### src/rtl/fir_serial_mac.sv
// Serial-MAC FIR filter: one shared multiplier walks the N_TAPS taps after each
// accepted sample, then the shifted, saturated sum is presented for one cycle.
module fir_serial_mac #(
  parameter int N_TAPS  = 4,
  parameter int BW_IN   = 4,
  parameter int BW_COEF = 4,
  parameter int BW_OUT  = 8,
  parameter int SHIFT   = 0
) (
  input  logic               clk,
  input  logic               reset,
  input  logic [BW_IN-1:0]   x_in,
  input  logic               x_valid,
  input  logic               coef_load,
  input  logic [BW_COEF-1:0] coef_in,
  output logic [BW_OUT-1:0]  y_out,
  output logic               y_valid,
  output logic               busy,
  output logic               overrun
);

  localparam int PROD_W = BW_IN + BW_COEF;
  localparam int ACC_W  = PROD_W + $clog2(N_TAPS);
  localparam int KW     = $clog2(N_TAPS);
  localparam int EXT_W  = (ACC_W > BW_OUT) ? ACC_W : BW_OUT;
  localparam int LAST   = N_TAPS - 1;

  localparam logic signed [EXT_W-1:0] SAT_MAX =
    {{(EXT_W-BW_OUT+1){1'b0}}, {(BW_OUT-1){1'b1}}};
  localparam logic signed [EXT_W-1:0] SAT_MIN =
    {{(EXT_W-BW_OUT+1){1'b1}}, {(BW_OUT-1){1'b0}}};

  typedef enum logic [1:0] {IDLE, MAC, OUT} state_t;

  state_t state, state_next;

  logic signed [BW_IN-1:0]   x_d  [N_TAPS];
  logic signed [BW_COEF-1:0] coef [N_TAPS];
  logic [KW-1:0]             k;
  logic signed [ACC_W-1:0]   acc;

  logic signed [PROD_W-1:0]  prod;
  logic signed [ACC_W-1:0]   acc_sum;
  logic signed [ACC_W-1:0]   acc_shift;
  logic signed [EXT_W-1:0]   acc_ext;
  logic signed [BW_OUT-1:0]  y_sat;
  logic                      accept;
  logic                      load;
  logic                      last_tap;

  // Sample and coefficient inputs are only honoured in IDLE; a sample wins over a load.
  always_comb begin
    state_next = state;
    accept     = 1'b0;
    load       = 1'b0;
    last_tap   = 1'b0;
    case (state)
      IDLE: begin
        if (x_valid) begin
          accept     = 1'b1;
          state_next = MAC;
        end else if (coef_load) begin
          load = 1'b1;
        end
      end
      MAC: begin
        last_tap = (k == KW'(LAST));
        if (last_tap) state_next = OUT;
      end
      OUT:     state_next = IDLE;
      default: state_next = IDLE;
    endcase
  end

  always_ff @(posedge clk) begin
    if (reset) state <= IDLE;
    else       state <= state_next;
  end

  assign prod      = coef[k] * x_d[k];
  assign acc_sum   = acc + ACC_W'(prod);
  assign acc_shift = acc_sum >>> SHIFT;
  assign acc_ext   = EXT_W'(acc_shift);

  always_comb begin
    if (acc_ext > SAT_MAX)      y_sat = SAT_MAX[BW_OUT-1:0];
    else if (acc_ext < SAT_MIN) y_sat = SAT_MIN[BW_OUT-1:0];
    else                        y_sat = acc_ext[BW_OUT-1:0];
  end

  // y_out is loaded on the final MAC edge so it is already valid during OUT.
  always_ff @(posedge clk) begin
    if (reset) begin
      for (int i = 0; i < N_TAPS; i++) begin
        x_d[i]  <= '0;
        coef[i] <= '0;
      end
      acc     <= '0;
      k       <= '0;
      y_out   <= '0;
      overrun <= 1'b0;
    end else begin
      if (x_valid && (state != IDLE)) overrun <= 1'b1;
      if (accept) begin
        x_d[0] <= x_in;
        for (int i = 1; i < N_TAPS; i++) x_d[i] <= x_d[i-1];
        acc <= '0;
        k   <= '0;
      end
      if (load) begin
        for (int i = 0; i < N_TAPS - 1; i++) coef[i] <= coef[i+1];
        coef[LAST] <= coef_in;
      end
      if (state == MAC) begin
        acc <= acc_sum;
        if (last_tap) begin
          k     <= '0;
          y_out <= y_sat;
        end else begin
          k <= k + 1'b1;
        end
      end
    end
  end

  assign y_valid = (state == OUT);
  assign busy    = (state != IDLE);

endmodule

### config.mk
export PLATFORM = sky130hd
export DESIGN_NAME = fir_serial_mac
export DESIGN_NICKNAME = d
export VERILOG_FILES = /design/src/rtl/fir_serial_mac.sv
export SDC_FILE = /design/constraint.sdc
export NUM_CORES = 1
export LEC_CHECK = 0
export BUFFER_PORTS_ARGS = -buffer_cell sky130_fd_sc_hd__buf_2
export CAP_MARGIN = 15
export CORE_MARGIN = 4
export CORE_UTILIZATION = 45
export CTS_BUF_LIST = sky130_fd_sc_hd__clkbuf_2
export CTS_CLUSTER_DIAMETER = 100
export CTS_CLUSTER_SIZE = 40
export DETAILED_ROUTE_END_ITERATION = 12
export PLACE_DENSITY = 0.68
export SYNTH_ARGS = -nofsm -noshare
export SYNTH_HDL_FRONTEND = slang
export SYNTH_SLANG_ARGS = --single-unit
### constraint.sdc
create_clock -name clk -period 6.6 [get_ports clk]
set_input_delay 0.99 -clock clk [delete_from_list [all_inputs] [get_ports clk]]
set_output_delay 0.99 -clock clk [all_outputs]
set_load 0.02 [all_outputs]
==> flow_summary.yaml, run 1 <==
outcome:
  status: "completed"
synth:
  synthesis.area_mm2: 0.00353
  syn_nets: 366
  synthAdderAreaFrac_pct: 18.0
  yosysUniqueCellTypes: 50
  synth_compound_area_share_pct: 10.3
  yosys.area.top_type: "edfxtp_1"
  synth_mux_area_share_pct: 6.34
  syn_area_per_cell_um2: 11.3
  yosys-top-cells-area: "edfxtp_1, dfxtp_1, fa_1"
  async_flop_share_pct: 0
  synth_most_common_cell: "and2_1"
  synthSimpleGateAreaFrac_pct: 15.9
  synth_top_family_by_area: "adder cells"
  yosys_warnings: 0
  synth_commonest_cells: "and2_1, inv_1, edfxtp_1, dfxtp_1, nor2_1"
  ys.flop_type: "edfxtp_1"
  ys_seq_area_share_pct: 41.3
  synth_edf_count: 32
  netlist_instances: 314
  ys_seq_elements: 57
  synth_xor_area_share_pct: 2.37
  synth_top_area_share_pct: 27.2
place:
  hpwl_mm: 4.60
  place_area_mm2: 0.00371
  portBuffers: 22
  gp_congestion: 0.917
worst_setup_path:
  cpPeakStageDelay_ns: 0.69
  critPathRequiredTime_ns: 7.00
  startpoint_type: "flop"
  cpMostUsedCell: "fa_1"
  reg2reg_slack_ns: 1.20
  endpoint_kind: "flop"
  criticalPathCategory: "flop to flop"
  cp_max_fo: 8
  r2r_cells: 14
  cp.arrival_ns: 5.80
  cp_slowest_cell: "mux4_1"
  r2r_end: "y_out[3]"
  cp_cell_sequence: "mux4_1 -> nand2b_1 -> fa_1 -> fa_1 -> inv_1 -> fa_1 -> fa_1 -> a211oi_1 -> o21bai_1 -> a211o_1 -> a211o_1 -> o221a_2 -> a21oi_2 -> a211oi_1"
timing:
  tightest_slew_ns: 1.07
  max_slew_margin_pct: 28.5
  period_needed_ns: 5.40
  drv_slew: 0
  setup-violations-final: 0
  min_period_over_period_pct: 81.8
  fin_tns_setup_ns: 0
  fin_skew_ns: 0.0314
  timing.fmax_mhz: 185
  hold_violations: 0
  rsz0062_at_grt: "false"
die:
  die_w_um: 96.6
  die_height_um: 96.6
  std_cell_rows: 32
  die_area_mm2: 0.00934
  core-area_mm2: 0.00769
  start_util_pct: 46.0
  ios: 23
clocking:
  clockRootBuffer: "clkbuf_2"
  htree_levels: 3
  cts_buffers: 9
  postCtsSetupBuffers: 0
  clkTransAtPathRegs_ns: 0.19
  clockBufferDepth: 2
  tritoncts: "yes"
  cts_hold_buf: 0
  clkSinkCount: 57
  clock_latency_ns: 0.52
  ctsResizeCount: 0
layout:
  drive_gt1_share_pct: 15.9
  area_growth_pct: 8.18
  nNetsFinal: 387
  n_fill_cell: 720
  antennaDiodeCount: 0
  final_area_mm2: 0.00382
routing:
  drcViolationCount: 0
  postRouteWirelength_mm: 6.20
  via_count: 2255
  drt-initial-drc-count: 72
  dr.pass1.iters: 4
  routed_via_density: 5.10
  detail_route.wl_per_cell_um: 14.0
  detail-route-antenna-nets: 0
grt:
  antenna_found_initial: 0
  grt_max_degree: 29
  grt_pass1_wl_mm: 10.3
  grt_remaining_overflow: 0
  grt_pass1_vias: 2125
  grt_usage_pct: 13.8
pwr:
  p_per_area_mw_per_mm2: 271
  ir_drop_uv: 155
  power_leakage_nw: 1.68
worst_hold_path:
  hold_class: "flop to flop"
  hold_depth: 2
  worstHoldStart: "y_out[7]"
  hold_path_end: "y_out[7]"
job:
  maxCapViolations: 0
## power breakdown
part / switching [W] / internal [W] / total [W]
clock: 0.000150 / 0.0000900 / 0.000240
sequential: 0.0000149 / 0.000400 / 0.000415
combinational: 0.000224 / 0.000158 / 0.000382
total: 0.000388 / 0.000648 / 0.00104
## registers in the layout, summed over array words and instances, names as in the netlist, named ones only
name / flops
acc: 10
coef: 16
k: 2
overrun: 1
state: 2
x_d: 16
y_out: 8
## worst max-delay path, delay by kind of cell, from the launching register on
kind                     cells  cell delay [ns]
adder cells (fa/ha/maj)      4             2.07
AO/OA/AOI/OAI                7             1.65
multiplexers                 1             0.69
flip-flops                   1             0.63
AND/OR/NAND/NOR              1             0.21
buffers and inverters        1             0.05
## through the flow
step	total power [W]	util (%)	hold WS, ns	std cells	worst slack, ns
6_report	0.00104	49.7	0.473	442	1.20
5_1_grt	0.00111	49.7	0.487	442	0.888
4_1_cts	0.00104	49.7	0.470	442	1.16
3_5_place_dp	0.000807	48.2	0.447	426	1.19
3_3_place_gp	0.000801	48.2	0.440	426	1.24
2_1_floorplan	0.000726	-	0.449	314	1.77
## placed cells by master, fill, tap and decap left out, drive strengths merged, types with 3 or more instances in the layout
cell	instances
and2	43
inv	37
edfxtp	32
nor2	26
dfxtp	25
ha	22
buf	22
fa	18
a22oi	11
o21ai	10
clkbuf	10
nand2	10
a211oi	9
a21oi	8
mux4	8
xnor2	6
nor2b	5
nand3	4
nand2b	3
## final cells by class
type	instances	area, um2	share of cell area [%]
clock buffer	10	50.0	1.31
clock inverter	6	67.6	1.77
inverter	36	135	3.53
multi-input combinational	209	1870	49.0
sequential	57	1460	38.2
tap	102	128	3.34
timing repair buffer	22	110	2.88
## cells by family after synthesis
logic type                 after synthesis
and+or+nand+nor                        100
buffers and inverters                   48
adders and majority gates               40
DFF                                     57
muxes                                   10
xor gates and xnor gates                 8
AOI/OAI and AO/OA                       51
## worst max-delay path by stage
stage                     start  slack (ns)  endpoint
after floorplan            flop        1.77  y_out[3]
after global placement     flop        1.24  y_out[4]
after detailed placement   flop        1.19  y_out[3]
after CTS                  flop        1.16  y_out[3]
after global routing       flop        0.89  y_out[2]
final                      flop        1.20  y_out[3]
## per-layer routing
metal  vias up  part of all wire [%]  track usage (%)
met2        45                    45             20.3
met1      1067                    49             18.5
met5         -                     0                0
li1       1132                     -                -
met3        11                   3.6             3.75
met4         0                   2.4             7.13
(Power assumes the default switching activity.)
==> run 2: changes to the inputs <==
Clock period 6.6 ns to 5.3 ns, I/O delays scaled along.
==> flow_summary.yaml, run 2 (same netlist as run 1, synthesis figures left out) <==
outcome:
  status: "completed"
grt:
  met1_usage_pct: 19.1
  grt_usage_pct: 14.5
  grt_pass1_wl_mm: 11.1
  grt_remaining_overflow: 0
  grt_max_degree: 29
  use_met2_pct: 23.0
  grt_pass1_vias: 2391
  antenna_found_initial: 0
  use_met3_pct: 4.11
  grt.busiest_layer: "met2"
clocking:
  clock_latency_ns: 0.49
  clockRootBuffer: "clkbuf_2"
  htree_levels: 3
  clkSinkCount: 57
  clockBufferDepth: 2
  tritoncts: "yes"
  cts_hold_buf: 0
  cts_buffers: 9
  clkTransAtPathRegs_ns: 0.18
die:
  ios: 23
  start_util_pct: 46.0
  die_w_um: 96.6
  std_cell_rows: 32
  core-area_mm2: 0.00769
  die_area_mm2: 0.00934
  die_height_um: 96.6
layout:
  mostFrequentLayoutCell: "and2_1"
  drive_gt1_share_pct: 18.4
  nNetsFinal: 389
  area_growth_pct: 8.53
  mostFrequentLayoutCells: "and2_1, inv_1, edfxtp_1"
  antennaDiodeCount: 0
  reg_top3: "coef: 16 flops, x_d: 16 flops, acc: 10 flops"
routing:
  drcViolationCount: 0
  postRouteWirelength_mm: 6.49
  routed_via_density: 5.27
  detail-route-antenna-nets: 0
  drt-initial-drc-count: 90
  dr.pass1.iters: 4
  via_count: 2340
  detail_route.wl_per_cell_um: 14.6
pwr:
  p_seq_share_pct: 39.6
  power.switching_w: 0.000486
  power_leakage_nw: 1.66
  p_per_area_mw_per_mm2: 339
  intPower_w: 0.000814
  ir_drop_uv: 163
  finalPower_w: 0.00130
  clock_power_share_pct: 21.6
  sw_frac_of_total_pct: 37.4
  power.share.combinational_pct: 38.8
timing:
  setup-violations-final: 0
  hold_violations: 0
  fin_skew_ns: 0.0276
  tightest_slew_ns: 1.04
  max_slew_margin_pct: 30.4
  fin_tns_setup_ns: 0
  min_period_over_period_pct: 95.9
  period_needed_ns: 5.08
  timing.fmax_mhz: 197
  drv_slew: 0
worst_setup_path:
  endpoint_kind: "flop"
  criticalPathCategory: "flop to flop"
  cp.arrival_ns: 5.44
  cp_max_fo: 8
  cp_cell_sequence: "buf_4 -> mux4_2 -> and2_2 -> fa_1 -> fa_1 -> inv_1 -> fa_1 -> inv_1 -> ha_2 -> nand3_1 -> or2_2 -> a211o_1 -> a211o_1 -> o221a_2 -> a21oi_4 -> a211oi_1"
  cpPeakStageDelay_ns: 0.57
  cpMostUsedCell: "fa_1"
  startpoint_type: "flop"
  critPathRequiredTime_ns: 5.66
  cp_slowest_cell: "mux4_2"
place:
  hpwl_mm: 4.73
  portBuffers: 22
  gp_congestion: 0.863
job:
  maxCapViolations: 0
worst_hold_path:
  hold_class: "flop to flop"
run 2: final timing paths:
kind	slack, ns	to	start	cells past startpoint
hold reg to reg	0.47	y_out[7]	y_out[7]	2
hold / removal	0.47	y_out[7]	y_out[7]	2
setup reg to reg	0.22	y_out[4]	flop	16
setup / recovery	0.22	y_out[4]	flop	16
run 2: per-stage QoR:
| step | utilization (%) | hold WS (ns) | cell area (um2) | setup WS, ns | std cells |
|---|---|---|---|---|---|
| 2_1_floorplan | - | 0.449 | 3530 | 0.467 | 314 |
| 3_3_place_gp | 48.4 | 0.439 | 3720 | 0.122 | 428 |
| 3_5_place_dp | 48.4 | 0.450 | 3720 | 0.0618 | 428 |
| 4_1_cts | 49.8 | 0.472 | 3830 | 0.00430 | 444 |
| 5_1_grt | 49.9 | 0.482 | 3840 | -0.0226 | 444 |
| 6_report | 49.9 | 0.474 | 3840 | 0.218 | 444 |
run 2: power by group through the flow:
stage / combinational [W] / clock (W) / sequential [W]
6_report: 0.000505 / 0.000281 / 0.000514
3_3_place_gp: 0.000479 / 0 / 0.000523
4_1_cts: 0.000491 / 0.000293 / 0.000514
2_1_floorplan: 0.000386 / 0 / 0.000518
5_1_grt: 0.000565 / 0.000310 / 0.000519
3_5_place_dp: 0.000489 / 0 / 0.000524
run 2: critical path: cells and delay by family, from the launching register on:
| kind | cells | cell delay, ns |
|---|---|---|
| AO/OA/AOI/OAI | 5 | 1.08 |
| adder cells (fa/ha/maj) | 4 | 1.97 |
| buffers and inverters | 3 | 0.29 |
| flip-flops | 1 | 0.35 |
| multiplexers | 1 | 0.57 |
| AND/OR/NAND/NOR | 3 | 0.68 |
run 2: area by class of cell:
class / count / area [um2]
Inverter: 36 / 135
Clock buffer: 10 / 50.0
Clock inverter: 6 / 60.1
Fill cell: 712 / 3850
Tap cell: 102 / 128
Sequential cell: 57 / 1460
Multi-Input combinational cell: 209 / 1880
Timing Repair Buffer: 24 / 125
run 2: routing by layer:
layer | vias up | share of wire, %
met2 | 58 | 47
met3 | 15 | 4.4
met1 | 1135 | 46
li1 | 1132 | -
met5 | - | 0
met4 | 0 | 2.1
run 2: timing repair:
action	4_1_cts	5_1_grt
setup buffers	0	0
gates resized for setup	0	10
endpoints found under the setup margin	0	7
